==> src/rtl/instruction_sequencer_if.sv <==
`default_nettype none
// ============================================================================
// Module      : instruction_sequencer_if
// Description : Control, memory-read and CPU-side signals of the instruction
//               sequencer, bundled with sequencer (master) and environment
//               (slave) views.
// Revision    : 1.0 - initial release
// ============================================================================
interface instruction_sequencer_if #(
    parameter int ADDR_WIDTH  = 6,
    parameter int INSTR_WIDTH = 32
);
    logic                   start_in;
    logic [ADDR_WIDTH:0]    program_length_in;
    logic                   stall_in;
    logic [ADDR_WIDTH-1:0]  mem_addr_out;
    logic                   mem_rd_en_out;
    logic [INSTR_WIDTH-1:0] mem_data_in;
    logic [INSTR_WIDTH-1:0] current_instruction_out;
    logic                   instr_valid_out;
    logic [ADDR_WIDTH-1:0]  pc_out;
    logic                   busy_out;
    logic                   done_out;

    modport master (
        input  start_in, program_length_in, stall_in, mem_data_in,
        output mem_addr_out, mem_rd_en_out, current_instruction_out,
               instr_valid_out, pc_out, busy_out, done_out
    );

    modport slave (
        output start_in, program_length_in, stall_in, mem_data_in,
        input  mem_addr_out, mem_rd_en_out, current_instruction_out,
               instr_valid_out, pc_out, busy_out, done_out
    );
endinterface
`default_nettype wire

==> src/rtl/instruction_sequencer.sv <==
`default_nettype none
// ============================================================================
// Module      : instruction_sequencer
// Description : Fetches a program from a 1-cycle-latency instruction memory
//               and presents one instruction per cycle to the CPU, with
//               stall back-pressure (1-entry skid), HALT early termination
//               and a done level.
// Revision    : 1.0 - initial release
// ============================================================================
module instruction_sequencer #(
    parameter int          PROGRAM_DEPTH = 64,
    parameter int          ADDR_WIDTH    = 6,
    parameter int          INSTR_WIDTH   = 32,
    parameter logic [7:0]  HALT_OPCODE   = 8'hFF
) (
    input  wire logic              clock_in,
    input  wire logic              rst_n_in,
    instruction_sequencer_if.master bus
);

    localparam logic [ADDR_WIDTH:0] c_depth = (ADDR_WIDTH + 1)'(PROGRAM_DEPTH);
    localparam logic [ADDR_WIDTH:0] c_one   = (ADDR_WIDTH + 1)'(1);

    typedef enum logic [1:0] {
        S_IDLE  = 2'd0,
        S_RUN   = 2'd1,
        S_DRAIN = 2'd2,
        S_DONE  = 2'd3
    } state_t;

    state_t                 r_state;
    logic [ADDR_WIDTH:0]    r_len;
    logic [ADDR_WIDTH:0]    r_fp;
    logic                   r_halt_seen;
    logic                   r_inflight;
    logic [ADDR_WIDTH-1:0]  r_inflight_addr;
    logic                   r_skid_valid;
    logic [INSTR_WIDTH-1:0] r_skid_data;
    logic [ADDR_WIDTH-1:0]  r_skid_addr;
    logic [INSTR_WIDTH-1:0] r_instr;
    logic                   r_valid;
    logic [ADDR_WIDTH-1:0]  r_pc;

    logic [ADDR_WIDTH:0]    w_len_capped;
    logic                   w_strobe;
    logic                   w_load_valid;
    logic [INSTR_WIDTH-1:0] w_load_data;
    logic [ADDR_WIDTH-1:0]  w_load_addr;
    logic                   w_load_halt;
    logic                   w_pres_halt;
    logic                   w_last;

    // Lengths beyond the memory depth run the whole memory once.
    assign w_len_capped = (bus.program_length_in > c_depth) ? c_depth : bus.program_length_in;

    // Strobe is gated by reset so an abort drops the read immediately.
    assign w_strobe = rst_n_in && (r_state == S_RUN) && !bus.stall_in
                      && (r_fp < r_len) && !r_halt_seen;

    // The skid entry is older than any read returning now, so it goes first.
    assign w_load_valid = r_skid_valid || r_inflight;
    assign w_load_data  = r_skid_valid ? r_skid_data : bus.mem_data_in;
    assign w_load_addr  = r_skid_valid ? r_skid_addr : r_inflight_addr;
    assign w_load_halt  = (w_load_data[INSTR_WIDTH-1 -: 8] == HALT_OPCODE);

    // The presented word is the final one if it is a HALT or the last address.
    assign w_pres_halt = (r_instr[INSTR_WIDTH-1 -: 8] == HALT_OPCODE);
    assign w_last      = r_valid && (w_pres_halt || (({1'b0, r_pc} + c_one) == r_len));

    // Sequencer state, fetch pointer, skid register and output register.
    always_ff @(posedge clock_in or negedge rst_n_in) begin
        if (!rst_n_in) begin
            r_state         <= S_IDLE;
            r_len           <= '0;
            r_fp            <= '0;
            r_halt_seen     <= 1'b0;
            r_inflight      <= 1'b0;
            r_inflight_addr <= '0;
            r_skid_valid    <= 1'b0;
            r_skid_data     <= '0;
            r_skid_addr     <= '0;
            r_instr         <= '0;
            r_valid         <= 1'b0;
            r_pc            <= '0;
        end else begin
            r_inflight <= w_strobe;
            if (w_strobe) begin
                r_inflight_addr <= r_fp[ADDR_WIDTH-1:0];
                r_fp            <= r_fp + c_one;
            end

            case (r_state)
                S_IDLE, S_DONE: begin
                    if (bus.start_in) begin
                        r_len        <= w_len_capped;
                        r_fp         <= '0;
                        r_halt_seen  <= 1'b0;
                        r_skid_valid <= 1'b0;
                        r_state      <= S_RUN;
                    end
                end
                S_RUN, S_DRAIN: begin
                    // Fetching is over; later assignments may still pick DONE.
                    if (r_state == S_RUN && (r_halt_seen || r_fp >= r_len)) begin
                        r_state <= S_DRAIN;
                    end
                    if (r_len == '0) begin
                        r_state <= S_DONE;
                    end else if (bus.stall_in) begin
                        // Output holds; a read already in flight parks in the skid.
                        if (r_inflight) begin
                            r_skid_valid <= 1'b1;
                            r_skid_data  <= bus.mem_data_in;
                            r_skid_addr  <= r_inflight_addr;
                        end
                    end else if (w_last) begin
                        // Anything fetched past the end is discarded here.
                        r_state      <= S_DONE;
                        r_valid      <= 1'b0;
                        r_instr      <= '0;
                        r_pc         <= '0;
                        r_skid_valid <= 1'b0;
                    end else begin
                        r_valid      <= w_load_valid;
                        r_instr      <= w_load_valid ? w_load_data : '0;
                        r_skid_valid <= 1'b0;
                        if (w_load_valid) begin
                            r_pc <= w_load_addr;
                            if (w_load_halt) begin
                                r_halt_seen <= 1'b1;
                            end
                        end
                    end
                end
                default: r_state <= S_IDLE;
            endcase
        end
    end

    assign bus.mem_addr_out            = r_fp[ADDR_WIDTH-1:0];
    assign bus.mem_rd_en_out           = w_strobe;
    assign bus.current_instruction_out = r_instr;
    assign bus.instr_valid_out         = r_valid;
    assign bus.pc_out                  = r_pc;
    assign bus.busy_out                = (r_state == S_RUN) || (r_state == S_DRAIN);
    assign bus.done_out                = (r_state == S_DONE);

endmodule
`default_nettype wire

==> src/flat_wrapper.sv <==
// flat-port wrapper written by rule: the top's interface ports become plain ports
module instruction_sequencer_flat 
#(
    parameter int          PROGRAM_DEPTH = 64,
    parameter int          ADDR_WIDTH    = 6,
    parameter int          INSTR_WIDTH   = 32,
    parameter logic [7:0]  HALT_OPCODE   = 8'hFF
)
  (clock_in, rst_n_in, bus_start_in, bus_program_length_in, bus_stall_in, bus_mem_data_in, bus_mem_addr_out, bus_mem_rd_en_out, bus_current_instruction_out, bus_instr_valid_out, bus_pc_out, bus_busy_out, bus_done_out);
  instruction_sequencer_if #(.ADDR_WIDTH(ADDR_WIDTH), .INSTR_WIDTH(INSTR_WIDTH)) bus_i ();
  input  wire logic clock_in;
  input  wire logic rst_n_in;
  input wire logic [$bits(bus_i.start_in)-1:0] bus_start_in;
  input wire logic [$bits(bus_i.program_length_in)-1:0] bus_program_length_in;
  input wire logic [$bits(bus_i.stall_in)-1:0] bus_stall_in;
  input wire logic [$bits(bus_i.mem_data_in)-1:0] bus_mem_data_in;
  output wire logic [$bits(bus_i.mem_addr_out)-1:0] bus_mem_addr_out;
  output wire logic [$bits(bus_i.mem_rd_en_out)-1:0] bus_mem_rd_en_out;
  output wire logic [$bits(bus_i.current_instruction_out)-1:0] bus_current_instruction_out;
  output wire logic [$bits(bus_i.instr_valid_out)-1:0] bus_instr_valid_out;
  output wire logic [$bits(bus_i.pc_out)-1:0] bus_pc_out;
  output wire logic [$bits(bus_i.busy_out)-1:0] bus_busy_out;
  output wire logic [$bits(bus_i.done_out)-1:0] bus_done_out;
  assign bus_i.start_in = bus_start_in;
  assign bus_i.program_length_in = bus_program_length_in;
  assign bus_i.stall_in = bus_stall_in;
  assign bus_i.mem_data_in = bus_mem_data_in;
  assign bus_mem_addr_out = bus_i.mem_addr_out;
  assign bus_mem_rd_en_out = bus_i.mem_rd_en_out;
  assign bus_current_instruction_out = bus_i.current_instruction_out;
  assign bus_instr_valid_out = bus_i.instr_valid_out;
  assign bus_pc_out = bus_i.pc_out;
  assign bus_busy_out = bus_i.busy_out;
  assign bus_done_out = bus_i.done_out;
  instruction_sequencer #(.PROGRAM_DEPTH(PROGRAM_DEPTH), .ADDR_WIDTH(ADDR_WIDTH), .INSTR_WIDTH(INSTR_WIDTH), .HALT_OPCODE(HALT_OPCODE)) u_core (.clock_in(clock_in), .rst_n_in(rst_n_in), .bus(bus_i));
endmodule
==> config.mk <==
export PLATFORM = sky130hd
export DESIGN_NAME = instruction_sequencer_flat
export DESIGN_NICKNAME = d
export VERILOG_FILES = /design/src/rtl/instruction_sequencer_if.sv /design/src/rtl/instruction_sequencer.sv /design/src/flat_wrapper.sv
export SDC_FILE = /design/constraint.sdc
export NUM_CORES = 1
export LEC_CHECK = 0
export BUFFER_PORTS_ARGS = -buffer_cell sky130_fd_sc_hd__clkbuf_2
export CELL_PAD_IN_SITES_DETAIL_PLACEMENT = 0
export CELL_PAD_IN_SITES_GLOBAL_PLACEMENT = 1
export CORE_AREA = 5 5 108 110
export CTS_BUF_LIST = sky130_fd_sc_hd__clkbuf_16
export DETAILED_ROUTE_END_ITERATION = 10
export DIE_AREA = 0 0 113 115
export PLACE_DENSITY_LB_ADDON = 0.1
export SYNTH_ARGS = -nofsm -noshare
export SYNTH_HDL_FRONTEND = slang
export SYNTH_SLANG_ARGS = --single-unit
==> constraint.sdc <==
create_clock -name clock_in -period 3.6 [get_ports clock_in]
set_clock_uncertainty 0.05 [all_clocks]
set_input_delay 0.36 -clock clock_in [delete_from_list [all_inputs] [get_ports clock_in]]
set_output_delay 0.36 -clock clock_in [all_outputs]
set_load 0.02 [all_outputs]
==> flow_summary.rst <==
.. list-table::
   :header-rows: 1

   * - Metric
     - Value
   * - Cts hold-fix bufs
     - 0
   * - Initial antenna violation count
     - 0
   * - Global placer's final weighted congestion
     - 0.8166
   * - Area contributors post-synth
     - dfrtp_1 52%, mux2_2 10%, mux2i_1 7.6%, o21ai_0 4.0%, nand2_1 3.3%
   * - Final wirelength
     - 10,680 microns
   * - Slowest stage cell on the critical path
     - a2111oi_0
   * - Cells along the critical path
     - inv_1 > ha_1 > a21o_1 > a2111oi_0 > and4b_1 > and2_2 > clkbuf_2
   * - Global-route wire length before repair
     - 17,750 microns
   * - Final sum of negative setup slack
     - 0 ns
   * - Cells after Synth
     - 419
   * - Mean Syn Cell Area
     - 11.63 sq um
   * - Horizontal extent of the die
     - 113 microns
   * - Netlist cell types
     - 47
   * - Number of flops mapped to enable cells by yosys
     - 0
   * - Min cycle time layout
     - 3.237 ns
   * - Achievable frequency
     - 308.9 MHz
   * - Reg-to-Reg End
     - u_core.r_inflight_addr[1]
   * - Vias per cell
     - 5.299
   * - CTS Root Cell
     - clkbuf_16
   * - Number of vias in the routed layout
     - 3,418
   * - Leakage component of the power
     - 2.638 nW
   * - Total count of max-transition violations in the final report
     - 0
   * - Global-route congestion overflow total
     - 0
   * - Final net count
     - 554
   * - DRC violation total after the first TritonRoute iteration
     - 148
   * - Mapped cell area
     - 4871 sq um
   * - Worst endpoint required time
     - 3.19 ns
   * - Count of synthesis-stage warnings from yosys
     - 0
   * - Full die area
     - 13,000 sq um
   * - Unrepaired setup endpoints after global routing
     - no
   * - Status
     - completed
   * - Number of buffers inserted by port buffering
     - 90
   * - Total DRC errors in the routed layout
     - 0
   * - Transition at the pin with the smallest max-transition slack
     - 0.9273 ns
   * - First-pass DRT Iterations
     - 4
   * - Detail Placement HPWL
     - 7577 microns
   * - Antenna Cells
     - 0
   * - Slack of the worst reg-to-reg path
     - 0.80 ns
   * - Max stage delay on crit path
     - 0.54 ns
   * - Register bit count reported by yosys
     - 102
   * - Post-route fraction of the period consumed by the critical path
     - 0.8992
   * - Depth of the worst register-to-register path
     - 7
   * - Area added between synthesis and finish
     - 15.69%
   * - Mapped Nets
     - 473
   * - H-tree depth reported by CTS
     - 3
   * - DIE HEIGHT
     - 115 microns
   * - Starting density of the core
     - 0.4594
   * - Routed len/inst
     - 16.56 microns
   * - Post-synth top cells
     - 102 x dfrtp_1, 44 x mux2_2, 43 x nand2_1
   * - # IOs
     - 91
   * - Kind of end point of the critical path
     - output port
   * - Portion of synthesized cell area occupied by the leading cell type
     - 0.5240
   * - Total clock sinks
     - 102
   * - Row count
     - 38
   * - Final number of hold-violating endpoints
     - 0
   * - Top_reg_cell synth
     - dfrtp_1
   * - Worst-Skew Late Latency
     - 0.34 ns
   * - Number of fill cells in the layout
     - 969
   * - Fraction of synthesis flops using an asynchronous set or reset pin
     - 1.000
   * - Core area
     - 10,600 sq um
   * - Hold Path Class
     - in2async
   * - Pin count of the biggest net entering global routing
     - 74
   * - Cell with the most instances after synthesis
     - dfrtp_1
   * - Total Power
     - 4.417 mW
   * - Clk pin slew, worst setup/hold paths
     - 0.07 ns
   * - Final ANT Viol Nets
     - 0
   * - Worst-case vdd ir drop
     - 0.2771 mV
   * - Worst r2r src
     - u_core.r_len[5]
   * - CTS tree
     - built
   * - Number of buffers inserted during clock tree synthesis
     - 9
   * - Most area-hungry cell type in the Yosys netlist
     - dfrtp_1
   * - Overall track demand over capacity in global routing
     - 0.1709
   * - Proportion of layout cells with a drive suffix above 1
     - 0.3327
   * - Critical path class
     - reg2out
   * - Worst slew margin relative to its limit
     - 0.3818
   * - Share of the yosys chip area belonging to registers
     - 0.5240
   * - Top fanout value on the critical path
     - 10
   * - Number of max-cap violations
     - 0
   * - Via count of the first global-routing pass
     - 3,446
   * - Worst EP arrival
     - 2.83 ns
   * - Power per standard cell area
     - 783.9 nW/um^2
   * - Final setup violation count
     - 0
   * - Critical Path Source Type
     - flip-flop
   * - Number of buffers between clock root and the deepest sink
     - 2
-- timing repair --
item,4_1_cts,5_1_grt
gates resized for setup,0,1
endpoints found under the setup margin,0,1
setup buffers,0,0
-- cells by family (layout without fill, tap and decap cells) --
| kind of cell | count (synthesis) | after routing | share of synthesized area |
|---|---|---|---|
| buf+inv | 38 | 124 | 0.04701 |
| simple gates | 97 | 97 | 0.1020 |
| flops | 102 | 102 | 0.5240 |
| fa+ha+maj | 11 | 11 | 0.02826 |
| compound gates | 79 | 79 | 0.1012 |
| mux | 81 | 81 | 0.1778 |
| xor+xnor | 11 | 11 | 0.01978 |
-- layout make-up --
class | count | area, sq um | share of cell area
flip-flops and latches | 102 | 2554 | 0.4532
multi-input cells | 279 | 2092 | 0.3712
repair buffers | 97 | 505.5 | 0.08970
clock buffers | 9 | 225.2 | 0.03996
well taps | 140 | 175.2 | 0.03108
clock inverters | 7 | 42.54 | 0.007549
inverters | 11 | 41.29 | 0.007327
-- critical path: cells and delay by family (launching register included) --
| family | cells | cell delay (ns) |
|---|---|---|
| AO/OA/AOI/OAI | 2 | 0.70 |
| adder cells (fa/ha/maj) | 1 | 0.31 |
| buffers and inverters | 2 | 0.32 |
| flip-flops | 1 | 0.41 |
| AND/OR/NAND/NOR | 2 | 0.73 |
-- how the worst max path moves through the flow --
| stage | start | end |
|---|---|---|
| 6_report | u_core.r_len[5] | bus_mem_rd_en_out |
| 5_1_grt | u_core.r_len[6] | bus_mem_rd_en_out |
| 4_1_cts | u_core.r_len[5] | bus_mem_rd_en_out |
| 3_5_place_dp | u_core.r_len[6] | bus_mem_rd_en_out |
| 3_3_place_gp | u_core.r_len[6] | bus_mem_rd_en_out |
| 2_1_floorplan | u_core.r_len[5] | u_core.r_inflight_addr[0] |
-- through the flow --
step	hold WS, ns	util	cells	setup slack [ns]	area [sq um]
after floorplan	0.01441	-	419	1.084	4871
after global placement	0.3969	0.5061	629	0.7330	5366
after detailed placement	0.3845	0.5061	629	0.5261	5366
after CTS	0.02391	0.5314	645	0.1334	5634
after global routing	0.03749	0.5315	645	0.06900	5635
final	0.01419	0.5315	645	0.3628	5635
-- registers in the layout, indices dropped and copies added (netlist names) --
name / cells
u_core.bus.current_instruction_out: 32
u_core.r_state: 2
u_core.r_skid_data: 32
u_core.bus.instr_valid_out: 1
u_core.bus.pc_out: 6
u_core.r_inflight: 1
u_core.r_skid_valid: 1
u_core.r_fp: 7
u_core.r_skid_addr: 6
u_core.r_inflight_addr: 6
u_core.r_len: 7
u_core.r_halt_seen: 1
-- cells in the final DEF, fill, tap and decap left out, types with 4 or more instances in the layout --
cell type | Yosys | layout
mux2_2 | 44 | 44
clkbuf_16 | 0 | 9
o21ai_0 | 39 | 39
o2bb2ai_1 | 6 | 6
nand4_1 | 7 | 7
nor3_1 | 4 | 4
o21ai_1 | 4 | 4
ha_1 | 11 | 11
xnor2_1 | 5 | 5
xor2_1 | 6 | 6
nor2_1 | 7 | 7
nand3_1 | 8 | 8
buf_4 | 7 | 8
a21oi_1 | 7 | 7
nand3b_1 | 8 | 8
dfrtp_1 | 102 | 101
clkbuf_2 | 0 | 89
inv_1 | 11 | 12
mux2i_1 | 37 | 37
nand2_1 | 43 | 43
-- where the power goes --
group / leakage [nW] / internal, mW / switching, mW / total, mW
clock: 0.132 / 0.464 / 0.420 / 0.884
combinational: 1.17 / 0.700 / 0.920 / 1.62
sequential: 1.34 / 1.57 / 0.346 / 1.91
total: 2.64 / 2.73 / 1.69 / 4.42
-- per-layer routing --
metal / up-vias / global-route usage / share of wire
li1: 1647 / - / -
met1: 1681 / 0.2418 / 0.48
met2: 79 / 0.2658 / 0.46
met3: 11 / 0.04368 / 0.052
met4: 0 / 0.04167 / 0.013
met5: - / 0 / 0
(Power assumes the default switching activity.)
